`src/rtl/mem_arbiter.sv`:
```
// Two-requester (fetch / load-store) arbiter in front of one single-outstanding memory port.
// Rejects misaligned accesses, builds byte lanes for stores and returns extended load data.
module mem_arbiter #(
    parameter int XLEN = 32
) (
    input  logic            clk,
    input  logic            rst_n,
    input  logic            if_req_i,
    input  logic [XLEN-1:0] if_addr_i,
    output logic            if_gnt_o,
    output logic            if_rvalid_o,
    output logic [XLEN-1:0] if_rdata_o,
    output logic            if_err_o,
    input  logic            dm_req_i,
    input  logic [XLEN-1:0] dm_addr_i,
    input  logic            dm_wr_i,
    input  logic [1:0]      dm_byte_i,
    input  logic            dm_zero_extnd_i,
    input  logic [XLEN-1:0] dm_wdata_i,
    output logic            dm_gnt_o,
    output logic            dm_rvalid_o,
    output logic [XLEN-1:0] dm_rdata_o,
    output logic            dm_err_o,
    output logic            mem_req_o,
    output logic [XLEN-1:0] mem_addr_o,
    output logic            mem_we_o,
    output logic [3:0]      mem_be_o,
    output logic [XLEN-1:0] mem_wdata_o,
    input  logic            mem_gnt_i,
    input  logic            mem_rvalid_i,
    input  logic [XLEN-1:0] mem_rdata_i
);

    typedef enum logic [1:0] {
        S_IDLE  = 2'd0,
        S_ISSUE = 2'd1,
        S_WAIT  = 2'd2,
        S_ERR   = 2'd3
    } state_e;

    localparam logic       OWN_IF  = 1'b0;
    localparam logic       OWN_DM  = 1'b1;
    localparam logic [1:0] SZ_BYTE = 2'b00;
    localparam logic [1:0] SZ_HALF = 2'b01;
    localparam logic [1:0] SZ_WORD = 2'b10;

    function automatic logic is_misaligned(input logic [1:0] off, input logic [1:0] size);
        case (size)
            SZ_BYTE: return 1'b0;
            SZ_HALF: return off[0];
            SZ_WORD: return off != 2'b00;
            default: return 1'b1;
        endcase
    endfunction

    function automatic logic [3:0] byte_enable(input logic [1:0] off, input logic [1:0] size);
        case (size)
            SZ_BYTE: return 4'b0001 << off;
            SZ_HALF: return off[1] ? 4'b1100 : 4'b0011;
            default: return 4'b1111;
        endcase
    endfunction

    function automatic logic [XLEN-1:0] lane_data(input logic [XLEN-1:0] wdata,
                                                  input logic [1:0]      size);
        case (size)
            SZ_BYTE: return {4{wdata[7:0]}};
            SZ_HALF: return {2{wdata[15:0]}};
            default: return wdata;
        endcase
    endfunction

    // Half-words reaching here are aligned, so off*8 equals 16*off[1].
    function automatic logic [XLEN-1:0] format_load(input logic [XLEN-1:0] word,
                                                    input logic [1:0]      off,
                                                    input logic [1:0]      size,
                                                    input logic            zext);
        logic [XLEN-1:0] shifted;
        logic [7:0]      b;
        logic [15:0]     h;
        shifted = word >> {off, 3'b000};
        b       = shifted[7:0];
        h       = shifted[15:0];
        case (size)
            SZ_BYTE: return {{(XLEN-8){b[7] & ~zext}}, b};
            SZ_HALF: return {{(XLEN-16){h[15] & ~zext}}, h};
            default: return word;
        endcase
    endfunction

    state_e          state_q;
    logic            last_owner_q;
    logic            owner_q;
    logic            wr_q;
    logic            zext_q;
    logic [1:0]      size_q;
    logic [XLEN-1:0] addr_q;
    logic [XLEN-1:0] wdata_q;
    logic [3:0]      be_q;
    logic            if_rvalid_q;
    logic            if_err_q;
    logic [XLEN-1:0] if_rdata_q;
    logic            dm_rvalid_q;
    logic            dm_err_q;
    logic [XLEN-1:0] dm_rdata_q;

    logic            pick_dm;
    logic            grant;
    logic [XLEN-1:0] sel_addr;
    logic [1:0]      sel_size;
    logic            sel_wr;
    logic            sel_err;

    // On a tie the requester that did not own the port last time wins.
    always_comb begin
        if (if_req_i && dm_req_i) begin
            pick_dm = (last_owner_q == OWN_IF);
        end else begin
            pick_dm = dm_req_i;
        end
        grant    = rst_n && (state_q == S_IDLE) && (if_req_i || dm_req_i);
        sel_addr = pick_dm ? dm_addr_i : if_addr_i;
        sel_size = pick_dm ? dm_byte_i : SZ_WORD;
        sel_wr   = pick_dm & dm_wr_i;
        sel_err  = is_misaligned(sel_addr[1:0], sel_size);
    end

    assign if_gnt_o    = grant & ~pick_dm;
    assign dm_gnt_o    = grant & pick_dm;

    assign mem_req_o   = (state_q == S_ISSUE);
    assign mem_addr_o  = mem_req_o ? {addr_q[XLEN-1:2], 2'b00} : '0;
    assign mem_we_o    = mem_req_o & wr_q;
    assign mem_be_o    = mem_req_o ? be_q : 4'b0000;
    assign mem_wdata_o = mem_req_o ? wdata_q : '0;

    assign if_rvalid_o = if_rvalid_q;
    assign if_rdata_o  = if_rdata_q;
    assign if_err_o    = if_err_q;
    assign dm_rvalid_o = dm_rvalid_q;
    assign dm_rdata_o  = dm_rdata_q;
    assign dm_err_o    = dm_err_q;

    always_ff @(posedge clk or negedge rst_n) begin
        if (!rst_n) begin
            state_q      <= S_IDLE;
            last_owner_q <= OWN_DM;
            owner_q      <= OWN_IF;
            wr_q         <= 1'b0;
            zext_q       <= 1'b0;
            size_q       <= SZ_BYTE;
            addr_q       <= '0;
            wdata_q      <= '0;
            be_q         <= 4'b0000;
            if_rvalid_q  <= 1'b0;
            if_err_q     <= 1'b0;
            if_rdata_q   <= '0;
            dm_rvalid_q  <= 1'b0;
            dm_err_q     <= 1'b0;
            dm_rdata_q   <= '0;
        end else begin
            if_rvalid_q <= 1'b0;
            if_err_q    <= 1'b0;
            if_rdata_q  <= '0;
            dm_rvalid_q <= 1'b0;
            dm_err_q    <= 1'b0;
            dm_rdata_q  <= '0;
            case (state_q)
                S_IDLE: begin
                    if (grant) begin
                        last_owner_q <= pick_dm;
                        owner_q      <= pick_dm;
                        addr_q       <= sel_addr;
                        wr_q         <= sel_wr;
                        size_q       <= sel_size;
                        zext_q       <= dm_zero_extnd_i;
                        wdata_q      <= sel_wr ? lane_data(dm_wdata_i, sel_size) : '0;
                        be_q         <= byte_enable(sel_addr[1:0], sel_size);
                        if (sel_err) begin
                            // Rejected accesses answer straight away and never touch memory.
                            state_q <= S_ERR;
                            if (pick_dm) begin
                                dm_rvalid_q <= 1'b1;
                                dm_err_q    <= 1'b1;
                            end else begin
                                if_rvalid_q <= 1'b1;
                                if_err_q    <= 1'b1;
                            end
                        end else begin
                            state_q <= S_ISSUE;
                        end
                    end
                end
                S_ISSUE: begin
                    if (mem_gnt_i) begin
                        state_q <= S_WAIT;
                    end
                end
                S_WAIT: begin
                    if (mem_rvalid_i) begin
                        state_q <= S_IDLE;
                        if (owner_q == OWN_DM) begin
                            dm_rvalid_q <= 1'b1;
                            dm_rdata_q  <= wr_q ? '0
                                         : format_load(mem_rdata_i, addr_q[1:0], size_q, zext_q);
                        end else begin
                            if_rvalid_q <= 1'b1;
                            if_rdata_q  <= mem_rdata_i;
                        end
                    end
                end
                S_ERR: begin
                    state_q <= S_IDLE;
                end
                default: begin
                    state_q <= S_IDLE;
                end
            endcase
        end
    end

endmodule
```
`config.mk`:
```
export PLATFORM = sky130hd
export DESIGN_NAME = mem_arbiter
export DESIGN_NICKNAME = d
export VERILOG_FILES = /design/src/rtl/mem_arbiter.sv
export SDC_FILE = /design/constraint.sdc
export NUM_CORES = 1
export LEC_CHECK = 0
export ABC_CLOCK_PERIOD_IN_PS = 2100
export CAP_MARGIN = 10
export CORE_MARGIN = 3
export CORE_UTILIZATION = 43
export CTS_CLUSTER_DIAMETER = 60
export CTS_CLUSTER_SIZE = 28
export DETAILED_ROUTE_END_ITERATION = 6
export PLACE_DENSITY = 0.81
export SYNTH_ARGS = -nofsm -noshare
export SYNTH_HDL_FRONTEND = slang
export SYNTH_SLANG_ARGS = --single-unit
```
`constraint.sdc`:
```
create_clock -name clk -period 2.1 [get_ports clk]
set_clock_uncertainty 0.15 [all_clocks]
set_input_delay 0.315 -clock clk [delete_from_list [all_inputs] [get_ports clk]]
set_output_delay 0.315 -clock clk [all_outputs]
set_load 0.005 [all_outputs]
```
==> results of run 1 <==
[per-stage QoR]
step / hold slack [ns] / power [mW]
global route: 0.286 / 12.0
detailed placement: 0.297 / 7.75
finish: 0.286 / 11.4
global placement: 0.291 / 7.66
CTS: 0.273 / 11.3
floorplan: -0.131 / 5.75
[state kept, by name, indices dropped and copies added, names as in the netlist]
name          cells
addr_q           32
be_q              4
dm_err_o          1
dm_rdata_o       32
dm_rvalid_o       1
if_err_o          1
if_rdata_o       32
if_rvalid_o       1
last_owner_q      1
owner_q           1
size_q            2
state_q           2
wdata_q          32
wr_q              1
zext_q            1
[per-layer routing]
metal  track usage  routed length [microns]  vias up
li1              -                        -     2836
met5             0                        0        -
met2         0.423                    10700      281
met4        0.0709                      318        0
met1         0.326                     8960     2955
met3        0.0835                     1940       26
[logic make-up after synthesis]
family,count (synthesis)
flops,144
simple gates,251
compound gates,154
other cells,1
buf+inv,53
mux,33
[worst max path at each step]
stage / to / cells past startpoint
3_5_place_dp: dm_rdata_o[24] / 6
5_1_grt: mem_wdata_o[13] / 7
6_report: mem_wdata_o[13] / 7
3_3_place_gp: dm_gnt_o / 5
2_1_floorplan: if_gnt_o / 5
4_1_cts: mem_addr_o[27] / 8
[cell usage in the layout, fill, tap and decap left out, drive strengths merged, types with 6 or more instances in the layout]
master	instances
o221a	7
nor2	29
nand2	86
a22o	24
clkdlybuf4s50	204
dfrtp	143
clkbuf	23
or2	22
a32oi	30
o21ai	21
clkinv	6
buf	135
a21oi	25
a21o	30
mux2i	32
and2	100
[critical path, stage by stage, from the launching register on]
cell	delay [ns]
dfrtp_1	0.40
nor2b_4	0.15
buf_12	0.13
buf_12	0.12
buf_12	0.12
buf_16	0.13
and2_4	0.16
buf_6	0.11
[layout make-up]
class	count	share of cell area
flip-flops and latches	144	0.331
repair buffers	344	0.321
multi-input cells	440	0.273
clock buffers	21	0.0423
well taps	184	0.0212
clock inverters	10	0.0103
inverters	3	0.00103
[power by group through the flow]
stage	Sequential (mW)	Clock, mW	Combinational, mW
2_1_floorplan	3.80	0	1.95
3_3_place_gp	3.86	0	3.79
3_5_place_dp	3.88	0	3.87
4_1_cts	3.85	2.97	4.45
5_1_grt	3.97	3.11	4.96
6_report	3.88	2.93	4.58
[what timing repair did]
item                                   in CTS  in global routing
setup endpoints to repair                  70                 83
gates cloned                                6                  0
hold buffers                                1                  0
pin swaps                                  17                 21
buffers inserted                           17                  1
endpoints found under the hold margin     143                  0
gates resized for setup                   333                 60
==> results.toml, run 1 <==
[status]
status = "finished with violations"
violations = "setup timing"

[synth]
syn_area_sq_um = 6630
synthMuxAreaShare = 0.0500
netlist.area_leader.share = 0.540
synthCells = 636
synth_edf_count = 0
syn_area_per_cell_sq_um = 10.4
synth.area.top_cells = "dfrtp_1 (54%), and2_1 (9.3%), nand2_1 (4.9%)"
ys_types = 44
async_reset_ff_frac = 1.00
synth_top_family_by_area = "simple AND/OR/NAND/NOR gates"
synth_area_leader_cell = "dfrtp_1"
synthSimpleGateAreaFrac = 0.195
synthFlopType = "dfrtp_1"
synth_compound_area_frac = 0.176
synth_xor_area_frac = 0
synthAdderAreaFrac = 0
ys_ff_latch = 144
yosys-top-cells-count = "dfrtp_1 (143), and2_1 (99), nand2_1 (86)"
synth_most_common_cell = "dfrtp_1"
yosysWarningCount = 0
yosysSeqAreaShare = 0.544

[sta]
fmax_mhz = 454
setup_slack_ns = -0.101
tightest_slew_ns = 0.751
setup_viol = 30
hold_viol = 0
relSlewSlack = 0.500
finalSetupTns_ns = -2.14
period_share = 1.05
period_minus_slack_ns = 2.20
drv_slew = 0
rsz0062_at_grt = "true"

[die]
pin_count = 278
start_util = 0.447
die-area_sq_um = 16900
die_y_microns = 130
row_count = 44
coreArea_sq_um = 14800
die_x_microns = 130

[placed_design]
place.port_buffers = 275
dp_cells = 1093
gp_congestion = 0.837
dp_slack_ns = -0.0768
placed_area_sq_um = 9900
hpwl_mm = 15.0

[pwr]
ir_worst_vdd_uv = 633
p_seq_frac = 0.341
switchingPower_mw = 3.60
combPwrFrac = 0.402
clockPowerShare = 0.257
switching_share = 0.316
power_density_nw_per_um2 = 1050
p_leak_nw = 5.33
internal_power_mw = 7.79

[final_layout]
layout-drive-gt1-share = 0.270
fill_cells = 994
synthToLayoutAreaGrowth_pct = 64.3
fin_area_sq_um = 10900
seq_area_sq_um = 3600
antenna_cells = 0
fin_util = 0.735
nets = 1088
layout.cells.non_filler = 1146
multi_input_area_sq_um = 2970

[setup_path]
crit_arrival_ns = 1.74
path_max_fanout = 8
r2r_cells = 8
start_kind = "register"
crit_path_end_kind = "output port"
timing_worst_setup_path_type = "reg -> out"
cp.required_ns = 1.63
worst-r2r-setup-slack_ns = 0.06
crit_start = "state_q[0]"
r2r-end = "wdata_q[10]"
timing.rr.start = "state_q[0]"

[min_path]
min_from = "dm_zero_extnd_i"
min_to = "zext_q"
min_path_type = "in -> reg"
hold_depth = 3

[drt]
viasPerCell = 5.32
drt_drc_violations_left = 0
dr.pass1.iters = 5
ant_nets = 0
routed_wl_mm = 21.9
wl_per_cell_microns = 19.1
drtIter0Drc = 444
vias = 6098

[clocking]
numCtsBuffers = 17
root_buffer = "clkbuf_16"
h-tree-depth = 4
clk_latency_ns = 0.42
cts_tree = "done"
clock-sinks = 144
clockBufferDepth = 2
cts.clk_slew.worst_paths_ns = 0.06

[global_routing]
grt_overflow = 0
grt_antenna_before_repair = 0
grt_pass1_vias = 5989
track_usage = 0.257
grt_max_degree = 145
grt_first_pass_wirelength_mm = 33.2

[run]
maxCapViolations = 0
Note: power is estimated with default switching activity, not from simulation.
==> inputs of run 2 (changes only) <==
--- a/config.mk
+++ b/config.mk
@@ -5,7 +5,7 @@
 export SDC_FILE = /design/constraint.sdc
 export NUM_CORES = 1
 export LEC_CHECK = 0
-export ABC_CLOCK_PERIOD_IN_PS = 2100
+export ABC_CLOCK_PERIOD_IN_PS = 2180
 export CAP_MARGIN = 10
 export CORE_MARGIN = 3
 export CORE_UTILIZATION = 43
==> constraint.sdc (replaced) <==
create_clock -name clk -period 2.18 [get_ports clk]
set_clock_uncertainty 0.15 [all_clocks]
set_input_delay 0.327 -clock clk [delete_from_list [all_inputs] [get_ports clk]]
set_output_delay 0.327 -clock clk [all_outputs]
set_load 0.005 [all_outputs]
==> results.toml, run 2 (synthesis gave the netlist of run 1 again) <==
[drt]
drtIter0Drc = 508
wl_per_cell_microns = 18.6
viasPerCell = 5.29
routed_wl_mm = 21.1
drt_drc_violations_left = 0
ant_nets = 0
vias = 6007
dr.pass1.iters = 5

[setup_path]
cp.depth = 5
r2r-end = "if_rvalid_o"
crit_arrival_ns = 1.65
cp.required_ns = 1.70
worst-r2r-setup-slack_ns = 0.13
path_max_fanout = 4
critPathBufInv = 3
crit_end = "mem_be_o[0]"
crit_path_end_kind = "output port"
cpMaxStageDelayCell = "dfrtp_2"
start_kind = "register"
cp_top_family = "buffers and inverters"
crit_start = "state_q[1]"
timing.rr.start = "state_q[1]"
cp_cell_sequence = "nor2b_4 -> buf_6 -> buf_4 -> and2_4 -> dlygate4sd2_1"
critPathMaxStageDelay_ns = 0.42
r2r_cells = 9
timing_worst_setup_path_type = "reg -> out"

[global_routing]
track_usage = 0.249
grt_first_pass_wirelength_mm = 32.2
grt_antenna_before_repair = 2
grt_overflow = 0
grt_max_degree = 145
grt_pass1_vias = 5948

[clocking]
cts_tree = "done"
clk_latency_ns = 0.41
h-tree-depth = 4
cts.clk_slew.worst_paths_ns = 0.05
numCtsBuffers = 17
clockBufferDepth = 2
clock-sinks = 144
root_buffer = "clkbuf_16"

[die]
die-area_sq_um = 16900
coreArea_sq_um = 14800
row_count = 44
pin_count = 278
die_x_microns = 130
start_util = 0.447
die_y_microns = 130

[sta]
setup_slack_ns = 0.0570
hold_viol = 0
fmax_mhz = 471
period_share = 0.974
relSlewSlack = 0.436
setup_viol = 0
drv_slew = 0
tightest_slew_ns = 0.846
rsz0062_at_grt = "true"
period_minus_slack_ns = 2.12

[placed_design]
hpwl_mm = 15.5
dp_slack_ns = -0.0306
gp_congestion = 0.868
place.port_buffers = 275

[final_layout]
fin_util = 0.702
layout-drive-gt1-share = 0.182
antenna_cells = 0
final_cell_mix = "clkdlybuf4s50_1 (204), dfrtp_1 (141), and2_1 (94), nand2_1 (86), buf_4 (40)"
synthToLayoutAreaGrowth_pct = 56.8
fill_cells = 1122
layout_commonest_cell = "clkdlybuf4s50_1"
nets = 1076

[status]
status = "completed"

[min_path]
min_path_type = "in -> reg"

[pwr]
ir_worst_vdd_uv = 775
power_density_nw_per_um2 = 990
p_leak_nw = 5.24

[run]
maxCapViolations = 0
run 2: cell types whose count changed in the layout (fill, tap and decap cells not counted), sizes merged:
cell	change
clkbuf	+19
bufinv	-1
dlymetal6s2s	+6
clkdlybuf4s15	+5
clkinvlp	+1
buf	-60
dlygate4sd2	+19
run 2: metal layers:
layer  vias up  global-route usage  wire length, microns
met1      2892               0.301                  8310
met5         -                   0                    27
met4         4               0.105                   629
met3        41              0.0880                  1960
li1       2797                   -                     -
met2       273               0.405                 10200
run 2: cell type report:
cell class | count | area [sq um] | area share
Sequential cell | 144 | 3610 | 0.347
Inverter | 3 | 11.3 | 0.00108
Multi-Input combinational cell | 440 | 2850 | 0.274
Clock inverter | 10 | 86.3 | 0.00831
Clock buffer | 22 | 474 | 0.0456
Timing Repair Buffer | 332 | 3130 | 0.301
Tap cell | 184 | 230 | 0.0222
run 2: power by group:
part / leakage (nW) / internal [mW] / switching (mW)
Combinational: 3.06 / 1.97 / 1.86
Sequential: 1.90 / 3.36 / 0.357
Clock: 0.272 / 1.65 / 1.09
run 2: metrics by stage:
step / TNS [ns] / hold WS, ns / instances / total power [mW] / cell area [sq um]
after detailed placement: -0.238 / 0.297 / 1086 / 7.44 / 9810
after CTS: -1.89 / 0.287 / 1129 / 10.3 / 10400
after floorplan: 0 / -0.119 / 637 / 5.54 / 6630
after global placement: 0 / 0.290 / 1086 / 7.32 / 9810
final: 0 / 0.302 / 1135 / 10.3 / 10400
after global routing: -0.0893 / 0.286 / 1135 / 10.9 / 10400
run 2: worst min path at each step:
stage / start / endpoint / slack [ns] / cells past startpoint
floorplan: rst_n / addr_q[0] / -0.12 / 0
global placement: addr_q[13] / addr_q[13] / 0.29 / 2
detailed placement: addr_q[25] / addr_q[25] / 0.30 / 2
CTS: dm_zero_extnd_i / zext_q / 0.29 / 3
global route: dm_zero_extnd_i / zext_q / 0.29 / 3
finish: dm_zero_extnd_i / zext_q / 0.30 / 3
run 2: repair_timing:
action,4_1_cts,5_1_grt
gates resized for setup,139,55
pin swaps,0,3
hold endpoints to repair,143,0
gates cloned,1,1
hold buffers,1,0
buffers inserted,9,6
setup endpoints to repair,70,68
run 2: worst min-delay path: cells and delay by family:
kind | cells | cell delay (ns)
and+or+nand+nor | 2 | 0.09
buffers and inverters | 1 | 0.40
